[src/rtl/sd_sched_pkg.sv]
// sd_sched_pkg: shared types and default constants for the SD sector scheduler.
//   state_e  - scheduler FSM states
//   dir_e    - transfer direction (write = save, read = readback)
//   *_DEF    - default sector size and base sector addresses
package sd_sched_pkg;

  localparam int          SEC_WORDS_DEF    = 256;
  localparam logic [31:0] WR_BASE_ADDR_DEF = 32'd16384;
  localparam logic [31:0] RD_BASE_ADDR_DEF = 32'd16384;

  typedef enum logic {
    DIR_WR = 1'b0,
    DIR_RD = 1'b1
  } dir_e;

  typedef enum logic [3:0] {
    S_IDLE,
    S_WR_WAIT_DATA,
    S_WR_START,
    S_WR_WAIT_BH,
    S_WR_WAIT_BL,
    S_RD_WAIT_SPACE,
    S_RD_START,
    S_RD_WAIT_BH,
    S_RD_WAIT_BL,
    S_ERR
  } state_e;

endpackage

[src/rtl/sd_req_edge.sv]
// sd_req_edge: two-flop rising-edge detector feeding a pending latch.
//   clk, rst  - clock, asynchronous active-high reset
//   req_i     - raw request level
//   block_i   - requester already in service; its edges are merged away
//   clr_i     - scheduler accepted the request this cycle
//   pend_o    - request pending
module sd_req_edge (
  input  logic clk,
  input  logic rst,
  input  logic req_i,
  input  logic block_i,
  input  logic clr_i,
  output logic pend_o
);

  logic req_s1_q, req_s2_q, pend_q, pend_d, edge_w;

  assign edge_w = req_s1_q & ~req_s2_q;

  // Clear wins over a coincident edge: that edge belongs to the image now starting.
  always_comb begin
    pend_d = (pend_q | (edge_w & ~block_i)) & ~clr_i;
  end

  always_ff @(posedge clk or posedge rst) begin
    if (rst) begin
      req_s1_q <= 1'b0;
      req_s2_q <= 1'b0;
      pend_q   <= 1'b0;
    end else begin
      req_s1_q <= req_i;
      req_s2_q <= req_s1_q;
      pend_q   <= pend_d;
    end
  end

  assign pend_o = pend_q;

endmodule

[src/rtl/sd_rw_sched.sv]
// sd_rw_sched: shares one SPI SD controller between image save (write) and
// image readback (read). Each image becomes IMG_SECTORS single-sector commands,
// each gated on FIFO level so a sector never under/overflows its FIFO.
//   clk, rst                     - clock, asynchronous active-high reset
//   sd_init_done                 - card ready; gates arbitration and start pulses
//   save_req, read_req           - image requests (rising-edge detected)
//   wr_fifo_len, rd_fifo_len     - write FIFO words available / read FIFO words used
//   wr_busy, rd_busy             - controller busy per direction
//   wr/rd_start_en, wr/rd_sec_addr - one-cycle sector start and its sector address
//   wr/rd_image_done             - one-cycle pulse after the last sector of an image
//   sched_busy, sec_cnt          - not idle / sectors completed in current image
//   err_timeout                  - sticky: busy failed to rise within BUSY_TO cycles
module sd_rw_sched
  import sd_sched_pkg::*;
#(
  parameter int          SEC_WORDS     = SEC_WORDS_DEF,
  parameter int          IMG_SECTORS   = 1200,
  parameter logic [31:0] WR_BASE_ADDR  = WR_BASE_ADDR_DEF,
  parameter logic [31:0] RD_BASE_ADDR  = RD_BASE_ADDR_DEF,
  parameter int          RD_FIFO_DEPTH = 2048,
  parameter int          BUSY_TO       = 4096
) (
  input  logic        clk,
  input  logic        rst,
  input  logic        sd_init_done,
  input  logic        save_req,
  input  logic        read_req,
  input  logic [9:0]  wr_fifo_len,
  input  logic [10:0] rd_fifo_len,
  input  logic        wr_busy,
  input  logic        rd_busy,
  output logic        wr_start_en,
  output logic [31:0] wr_sec_addr,
  output logic        rd_start_en,
  output logic [31:0] rd_sec_addr,
  output logic        wr_image_done,
  output logic        rd_image_done,
  output logic        sched_busy,
  output logic [10:0] sec_cnt,
  output logic        err_timeout
);

  localparam int          TW       = $clog2(BUSY_TO + 1);
  localparam logic [TW-1:0] TMO_LAST = TW'(BUSY_TO - 1);
  localparam logic [10:0] CNT_LAST = 11'(IMG_SECTORS - 1);

  state_e        state_q;
  dir_e          dir_q, last_q;
  logic [31:0]   wr_addr_q, rd_addr_q;
  logic [10:0]   cnt_q;
  logic [TW-1:0] tmo_q;
  logic          wr_start_q, rd_start_q, wr_done_q, rd_done_q, busy_q, err_q;

  logic pend_wr, pend_rd, can_arb, grant_wr, grant_rd;
  logic wr_in_svc, rd_in_svc, wr_data_ok, rd_space_ok;
  logic [11:0] rd_free;

  assign wr_in_svc = (state_q != S_IDLE) && (dir_q == DIR_WR);
  assign rd_in_svc = (state_q != S_IDLE) && (dir_q == DIR_RD);

  sd_req_edge u_wr_req (
    .clk(clk), .rst(rst), .req_i(save_req), .block_i(wr_in_svc),
    .clr_i(grant_wr), .pend_o(pend_wr)
  );

  sd_req_edge u_rd_req (
    .clk(clk), .rst(rst), .req_i(read_req), .block_i(rd_in_svc),
    .clr_i(grant_rd), .pend_o(pend_rd)
  );

  // Round-robin on a tie: serve the direction that was not served last.
  assign can_arb  = (state_q == S_IDLE) && sd_init_done;
  assign grant_wr = can_arb && pend_wr && (!pend_rd || last_q == DIR_RD);
  assign grant_rd = can_arb && pend_rd && (!pend_wr || last_q == DIR_WR);

  // Free space is computed one bit wider so an empty FIFO reads as DEPTH, not 0.
  assign rd_free     = 12'(RD_FIFO_DEPTH) - {1'b0, rd_fifo_len};
  assign wr_data_ok  = wr_fifo_len >= 10'(SEC_WORDS);
  assign rd_space_ok = rd_free >= 12'(SEC_WORDS);

  always_ff @(posedge clk or posedge rst) begin
    if (rst) begin
      state_q    <= S_IDLE;
      dir_q      <= DIR_WR;
      last_q     <= DIR_RD;
      wr_addr_q  <= WR_BASE_ADDR;
      rd_addr_q  <= RD_BASE_ADDR;
      cnt_q      <= '0;
      tmo_q      <= '0;
      wr_start_q <= 1'b0;
      rd_start_q <= 1'b0;
      wr_done_q  <= 1'b0;
      rd_done_q  <= 1'b0;
      busy_q     <= 1'b0;
      err_q      <= 1'b0;
    end else begin
      wr_start_q <= 1'b0;
      rd_start_q <= 1'b0;
      wr_done_q  <= 1'b0;
      rd_done_q  <= 1'b0;
      case (state_q)
        S_IDLE: begin
          if (grant_wr) begin
            state_q   <= S_WR_WAIT_DATA;
            dir_q     <= DIR_WR;
            last_q    <= DIR_WR;
            cnt_q     <= '0;
            wr_addr_q <= WR_BASE_ADDR;
            busy_q    <= 1'b1;
          end else if (grant_rd) begin
            state_q   <= S_RD_WAIT_SPACE;
            dir_q     <= DIR_RD;
            last_q    <= DIR_RD;
            cnt_q     <= '0;
            rd_addr_q <= RD_BASE_ADDR;
            busy_q    <= 1'b1;
          end
        end
        S_WR_WAIT_DATA: begin
          if (wr_data_ok && sd_init_done) begin
            wr_start_q <= 1'b1;
            state_q    <= S_WR_START;
          end
        end
        S_WR_START: begin
          tmo_q   <= '0;
          state_q <= S_WR_WAIT_BH;
        end
        S_WR_WAIT_BH: begin
          if (wr_busy) begin
            state_q <= S_WR_WAIT_BL;
          end else if (tmo_q == TMO_LAST) begin
            state_q <= S_ERR;
            err_q   <= 1'b1;
          end else begin
            tmo_q <= tmo_q + 1'b1;
          end
        end
        S_WR_WAIT_BL: begin
          if (!wr_busy) begin
            cnt_q <= cnt_q + 11'd1;
            if (cnt_q == CNT_LAST) begin
              wr_done_q <= 1'b1;
              wr_addr_q <= WR_BASE_ADDR;
              busy_q    <= 1'b0;
              state_q   <= S_IDLE;
            end else begin
              wr_addr_q <= wr_addr_q + 32'd1;
              state_q   <= S_WR_WAIT_DATA;
            end
          end
        end
        S_RD_WAIT_SPACE: begin
          if (rd_space_ok && sd_init_done) begin
            rd_start_q <= 1'b1;
            state_q    <= S_RD_START;
          end
        end
        S_RD_START: begin
          tmo_q   <= '0;
          state_q <= S_RD_WAIT_BH;
        end
        S_RD_WAIT_BH: begin
          if (rd_busy) begin
            state_q <= S_RD_WAIT_BL;
          end else if (tmo_q == TMO_LAST) begin
            state_q <= S_ERR;
            err_q   <= 1'b1;
          end else begin
            tmo_q <= tmo_q + 1'b1;
          end
        end
        S_RD_WAIT_BL: begin
          if (!rd_busy) begin
            cnt_q <= cnt_q + 11'd1;
            if (cnt_q == CNT_LAST) begin
              rd_done_q <= 1'b1;
              rd_addr_q <= RD_BASE_ADDR;
              busy_q    <= 1'b0;
              state_q   <= S_IDLE;
            end else begin
              rd_addr_q <= rd_addr_q + 32'd1;
              state_q   <= S_RD_WAIT_SPACE;
            end
          end
        end
        S_ERR: begin
          // Parked until reset; the image is abandoned.
        end
        default: begin
          state_q <= S_ERR;
          err_q   <= 1'b1;
        end
      endcase
    end
  end

  assign wr_start_en   = wr_start_q;
  assign rd_start_en   = rd_start_q;
  assign wr_sec_addr   = wr_addr_q;
  assign rd_sec_addr   = rd_addr_q;
  assign wr_image_done = wr_done_q;
  assign rd_image_done = rd_done_q;
  assign sched_busy    = busy_q;
  assign sec_cnt       = cnt_q;
  assign err_timeout   = err_q;

endmodule
[config.mk]
export PLATFORM = sky130hd
export DESIGN_NAME = sd_rw_sched
export DESIGN_NICKNAME = d
export VERILOG_FILES = /design/src/rtl/sd_sched_pkg.sv /design/src/rtl/sd_req_edge.sv /design/src/rtl/sd_rw_sched.sv
export SDC_FILE = /design/constraint.sdc
export NUM_CORES = 1
export LEC_CHECK = 0
export BUFFER_PORTS_ARGS = -buffer_cell sky130_fd_sc_hd__buf_2
export CAP_MARGIN = 10
export CORE_MARGIN = 2
export CORE_UTILIZATION = 56
export DETAILED_ROUTE_END_ITERATION = 7
export PLACE_DENSITY = 0.81
export SYNTH_ARGS = -nofsm -noshare
export SYNTH_HDL_FRONTEND = slang
export SYNTH_SLANG_ARGS = --single-unit
[constraint.sdc]
create_clock -name clk -period 3.8 [get_ports clk]
set_input_delay 0.57 -clock clk [delete_from_list [all_inputs] [get_ports clk]]
set_output_delay 0.57 -clock clk [all_outputs]
set_load 0.05 [all_outputs]
## After elaboration in Yosys (flattened, before gate mapping)

Index checks and enable logic that the tools add are counted.

| word-level totals | value |
|---|---|
| input bits | 28 |
| logic and storage cells | 144 |
| flip-flop bits (word level) | 106 |
| output and inout bits | 81 |

| cells by class | value |
|---|---|
| mux-type cells | 50 |
| bitwise gates (word level) | 18 |
| eq/ne operators | 21 |
| reduce and logical (&&, ||, !) cells | 29 |
| order comparisons | 2 |
| add/sub/neg operators | 5 |

Operators by type and width:

| kind | number |
|---|---|
| $mux 32 | 7 |
| $pmux 32 s2 | 2 |
| $add 32x1->32 const B | 2 |
| $mux 11 | 4 |
| $pmux 4 s10 | 1 |
| $mux 13 | 3 |
| $pmux 13 s3 | 1 |
| $mux 4 | 9 |
| $pmux 11 s3 | 1 |
| $mux 1 | 19 |
| $eq 4x3->1 const B | 4 |
| $ne 2x2->1 const B | 7 |
| $add 13x1->13 const B | 1 |
| $eq 13x12->1 const B | 1 |
| $ge 12x9->1 const B | 1 |
| $sub 12x11->12 const A | 1 |
| $add 11x1->11 const B | 1 |
| $eq 11x11->1 const B | 1 |
| $ge 10x9->1 const B | 1 |
| $not 1->1 | 10 |
| $logic_and 1x1->1 | 9 |
| $reduce_and 3->1 | 3 |
| $eq 4x2->1 const B | 2 |
| $eq 4x4->1 const B | 2 |
| 18 further kinds | 32 |

## Depth between registers and ports, before layout

| logic depth | value |
|---|---|
| word-level depth | 7 |
| depth in mapped cells | 9 |

## Modules after synthesis

From an unflattened synthesis, not the netlist that was laid out.

| second synthesis, totals | value |
|---|---|
| cell total of the unflattened synthesis | 640 |
| area total of the unflattened synthesis | 5,794.3 um2 |

By module, submodules not included:

| module | area an instance (um2) | sequential area each (um2) | times used | cells an instance |
|---|---|---|---|---|
| sd_rw_sched | 5,601.6 | 2,506.2 | 1 | 626 |
| sd_req_edge | 96.3 | 75.1 | 2 | 7 |

## Least setup slack after synthesis

OpenSTA, ideal clock, no wires.

| path | value |
|---|---|
| path type | register -> register |
| start point | reg cnt_q[0] (netlist: sec_cnt[0]) |
| end point | reg rd_addr_q[8] (netlist: rd_sec_addr[8]) |
| data required time | 3,653 ps |
| arrival time | 2,256 ps |
| setup time | 147 ps |
| path slack | 1,397 ps |
| stages on the path, launching flop included | 9 |
| path through | dfrtp_1 -> ha_1 -> nand3_1 -> o31ai_1 -> clkbuf_1 -> clkbuf_1 -> nor2_1 -> o21ai_0 -> o31ai_1 |

| between the ends | value |
|---|---|
| cells in the longest elaborated chain, start to end | 4 |

RTL lines:

| what | line | RTL |
|---|---|---|
| start: declaration | sd_rw_sched.sv:50 | `logic [10:0] cnt_q;` |
| start signal: assignment | sd_rw_sched.sv:141 | `cnt_q <= cnt_q + 11'd1;` |
| start signal: assignment | sd_rw_sched.sv:175 | `cnt_q <= cnt_q + 11'd1;` |
| $eq 11x11->1 | sd_rw_sched.sv:176 | `if (cnt_q == CNT_LAST) begin` |
| $mux 32 | sd_rw_sched.sv:176 |  |
| $mux 32 | sd_rw_sched.sv:174 | `if (!rd_busy) begin` |
| $pmux 32 s2 | sd_rw_sched.sv:101 | `case (state_q)` |
| end signal: assignment | sd_rw_sched.sv:182 | `rd_addr_q <= rd_addr_q + 32'd1;` |
| end: declaration | sd_rw_sched.sv:49 | `logic [31:0] wr_addr_q, rd_addr_q;` |

No other way between the ends. The select of a mux whose other input is x is not followed.
A chain may end at the register's enable or synchronous reset.

## Worst setup path in the final report

| path | value |
|---|---|
| start point | reg state_q[1] |
| end point | reg wr_addr_q[30] (netlist: wr_sec_addr[30]) |

| between the ends | value |
|---|---|
| cells in the longest elaborated chain, start to end | 6 |

RTL lines:

| what | line | RTL |
|---|---|---|
| start: declaration | sd_rw_sched.sv:47 | `state_e state_q;` |
| start signal: assignment | sd_rw_sched.sv:83 | `state_q <= S_IDLE;` |
| start signal: assignment | sd_rw_sched.sv:104 | `state_q <= S_WR_WAIT_DATA;` |
| start signal: assignment | sd_rw_sched.sv:111 | `state_q <= S_RD_WAIT_SPACE;` |
| $logic_not 4->1 | sd_rw_sched.sv:72, sd_rw_sched.sv:101 |  |
| $logic_and 1x1->1 | sd_rw_sched.sv:72 | `assign can_arb = (state_q == S_IDLE) && sd_init_done;` |
| $logic_and 1x1->1 (2 in series) | sd_rw_sched.sv:73 | `assign grant_wr = can_arb && pend_wr && (!pend_rd \|\| last_q == DIR_RD);` |
| $ne 2x1->1 (no source line) | -- |  |
| $reduce_and 3->1 (no source line) | -- |  |
| end signal: assignment | sd_rw_sched.sv:148 | `wr_addr_q <= wr_addr_q + 32'd1;` |
| end: declaration | sd_rw_sched.sv:49 |  |

Several ways; a longest one is shown, not always the timed one.

==> metrics <==
Cell Area, Synth around 0.0057 sq mm; CP Cell Sequence or2_1 > nor3_1 > o211ai_1 > or4_1 > a21oi_1; P&R area growth vs syn 14.7%; number of flops mapped to enable cells by yosys 0; FF+latch count, synth approximately 110; fillcell total 822; PwrDens ~290 mW/mm^2; die area roughly 0.011 sq mm; Finish-stage setup viols 0; Synth Area in Adders 0.875%; Max-cap violations 0; Internal around 1.5 mW; GR Overflow Total 0; Ys Warns 0; critical path class reg2reg; Total Wirelength ~14000 um; syn avg cell area roughly 9.0 sq um; clk_lat worst skew between 0.3 and 0.4 ns; vias in the first global route ~5k; async set-reset flop share out of synthesis 100%; Fmax roughly 340 MHz; Routed Antenna Nets 0; synth unique cells 67; share of cells above drive strength 1 about a fifth; Slew headroom around 20%; drt initial violations slightly below 300; Inst Count DP between 800 and 900; Routability Congestion 0.915; Fin. Hold Viols 0; CP startpoint kind register; Post-route DRC 0; Max Slew Vio Count 0; clock buffer depth 2; hold slack roughly 0.3 ns; ranking of synthesized cells by area dfrtp_1 45%, o21ai_0 4.6%, nor2_1 3.8%; xor/xnor share of the synthesized area slightly below 4%; top cell type's share of synthesized area between 40% and 50%; crit share post-route around four fifths; TritonCTS clock tree built; Non-Filler Instances 867; Post-CTS Repair Setup Buffers 0; drt wl/cell 15.9 um; Clock Power Share between 30% and 40%; first-pass GRT wire length 23100 um; initial core utilization between 50% and 60%; CTS Hold Bufs 0; largest stage delay on the critical path 0.64 ns; complex-gate fraction of the synthesized area 18.7%; WP data required 4.10 ns; area leader, netlist dfrtp_1; logic gate share of total power roughly 3.6%; Final min period about 3.0 ns; Simple-Gate Fraction of Synth Area roughly 26%; GR Util All Layers between 20% and 30%; Clock transition at path regs around 0.1 ns; most frequent cell after synthesis dfrtp_1; Diodes inserted 0; DP Wirelength a little under 10000 um; CP Data Arrival Time 3.28 ns; first drt pass iteration count 5; TritonCTS Buffers 9; sequential share of the synthesized area 46.4%; Post-synth top cells 103 x dfrtp_1, 58 x nor2_1, 55 x nand2_1; core area 0.00986 sq mm; Seq pwr share just under 60%; Min-Delay Path Class in2reg; leakage ~2.9 nW; Fin Setup TNS 0 ns; crit-path max FO 14; Ports around 110; post-layout worst setup margin approximately 0.82 ns; Critical path buffers and inverters 0; largest net degree at the start of global routing 69; DR vias between 5k and 6k; Setup WS pre-CTS about 0.86 ns; final net count between 700 and 800; # clock sinks 106; Final Skew between 0.01 and 0.015 ns; port bufs 100; Critical-path top delay cell nor3_1; post-synthesis mux area share 0.918%; largest family of logic cells by synthesized area simple AND/OR/NAND/NOR gates; RSZ-0062 raised after global routing no; Net Switching about 0.47 mW; drt via density a little over 6; status finished, final reports clean; top_reg_cell synth dfrtp_1; DIE HEIGHT between 100 and 150 um; delay-heaviest family, CP simple AND/OR/NAND/NOR gates; clk root buf clkbuf_8; die span in x about 110 um; Worst IR Drop VDD around 0.00017 V; synthesized net count between 600 and 700; Worst-Margin Slew ~1.2 ns; initial antenna violation count 0; CP Capture Type register; switching part of the total power 24.1%; H-tree depth 3; num rows 36; synthesized instance count about 630; Gates resized, CTS repair 0
## final cells by class
type	instances	area [sq um]	area share, %
multi-input combinational	485	2900	44.1
sequential	106	2660	40.5
timing repair buffer	110	576	8.77
tap	133	166	2.54
clock buffer	9	124	1.89
clock inverter	7	77.6	1.18
inverter	17	66.3	1.01
## power by group through the flow
stage	Clock (mW)	Combinational [mW]	Sequential, mW
final	0.716	0.0696	1.15
after global routing	0.790	0.0781	1.15
after CTS	0.734	0.0714	1.15
after detailed placement	0	0.0712	1.17
after global placement	0	0.0692	1.17
after floorplan	0	0.0330	1.18
## kinds of logic after synthesis
family	after synthesis
simple gates	282
compound gates	168
flops	106
buf+inv	43
xor+xnor	26
mux	5
fa+ha+maj	4
## worst paths after layout
kind / from / depth (start not counted) / end / slack [ns]
min: save_req / 1 / u_wr_req.req_s1_q / 0.29
max in group asynchronous: rst / 3 / wr_sec_addr[5] / 2.57
min in group asynchronous: rst / 2 / wr_sec_addr[20] / 0.35
max reg2reg: state_q[1] / 5 / wr_sec_addr[30] / 0.82
max: state_q[1] / 5 / wr_sec_addr[30] / 0.82
min reg2reg: u_wr_req.req_s1_q / 0 / u_wr_req.req_s2_q / 0.39
## sequential cells by signal (all words and copies together), names as in the netlist, 4 cells and up
| name | count |
|---|---|
| sec_cnt | 11 |
| state_q | 4 |
| rd_sec_addr | 32 |
| tmo_q | 13 |
| wr_sec_addr | 32 |
## worst register-to-register path, cell delays in order, from the launching register on
cell and delay [ns]:
dfrtp_1 0.54, or2_1 0.37, nor3_1 0.64, o211ai_1 0.55, or4_1 0.64, a21oi_1 0.18
## layer usage
metal | up-vias | GRT usage, % | part of all wire, %
li1 | 2563 | - | -
met1 | 2611 | 32.8 | 44
met2 | 186 | 42.5 | 49
met3 | 22 | 4.05 | 5.7
met4 | 0 | 10.4 | 1.5
met5 | - | 0 | 0
## cell usage in the layout (no fill, tap or decap), types with 4 or more instances in the layout
cell      instances
a21o_1            4
a21oi_1          31
a31oi_1          15
a41oi_1           5
and2_1            7
and3_1           15
and4_1            6
buf_2           100
buf_4            10
clkbuf_8          9
dfrtp_1         103
ha_1              4
inv_1            15
nand2_1          55
nand2b_1          7
nand3_1          37
nand4_1          21
nor2_1           58
nor3_1           15
nor4_1           15
o21a_1            4
o21ai_0          53
o21ai_1           6
o31ai_1          17
or3_1            19
or4_1             8
xnor2_1          17
xor2_1            9
## stage by stage
stage                     power [mW]  instance area [sq um]  util (%)
after floorplan                 1.21                   5720         -
after global placement          1.24                   6360      64.5
after detailed placement        1.24                   6360      64.5
after CTS                       1.95                   6560      66.5
after global routing            2.02                   6560      66.5
final                           1.93                   6560      66.5
No activity file was read; power rests on OpenSTA's default activity.
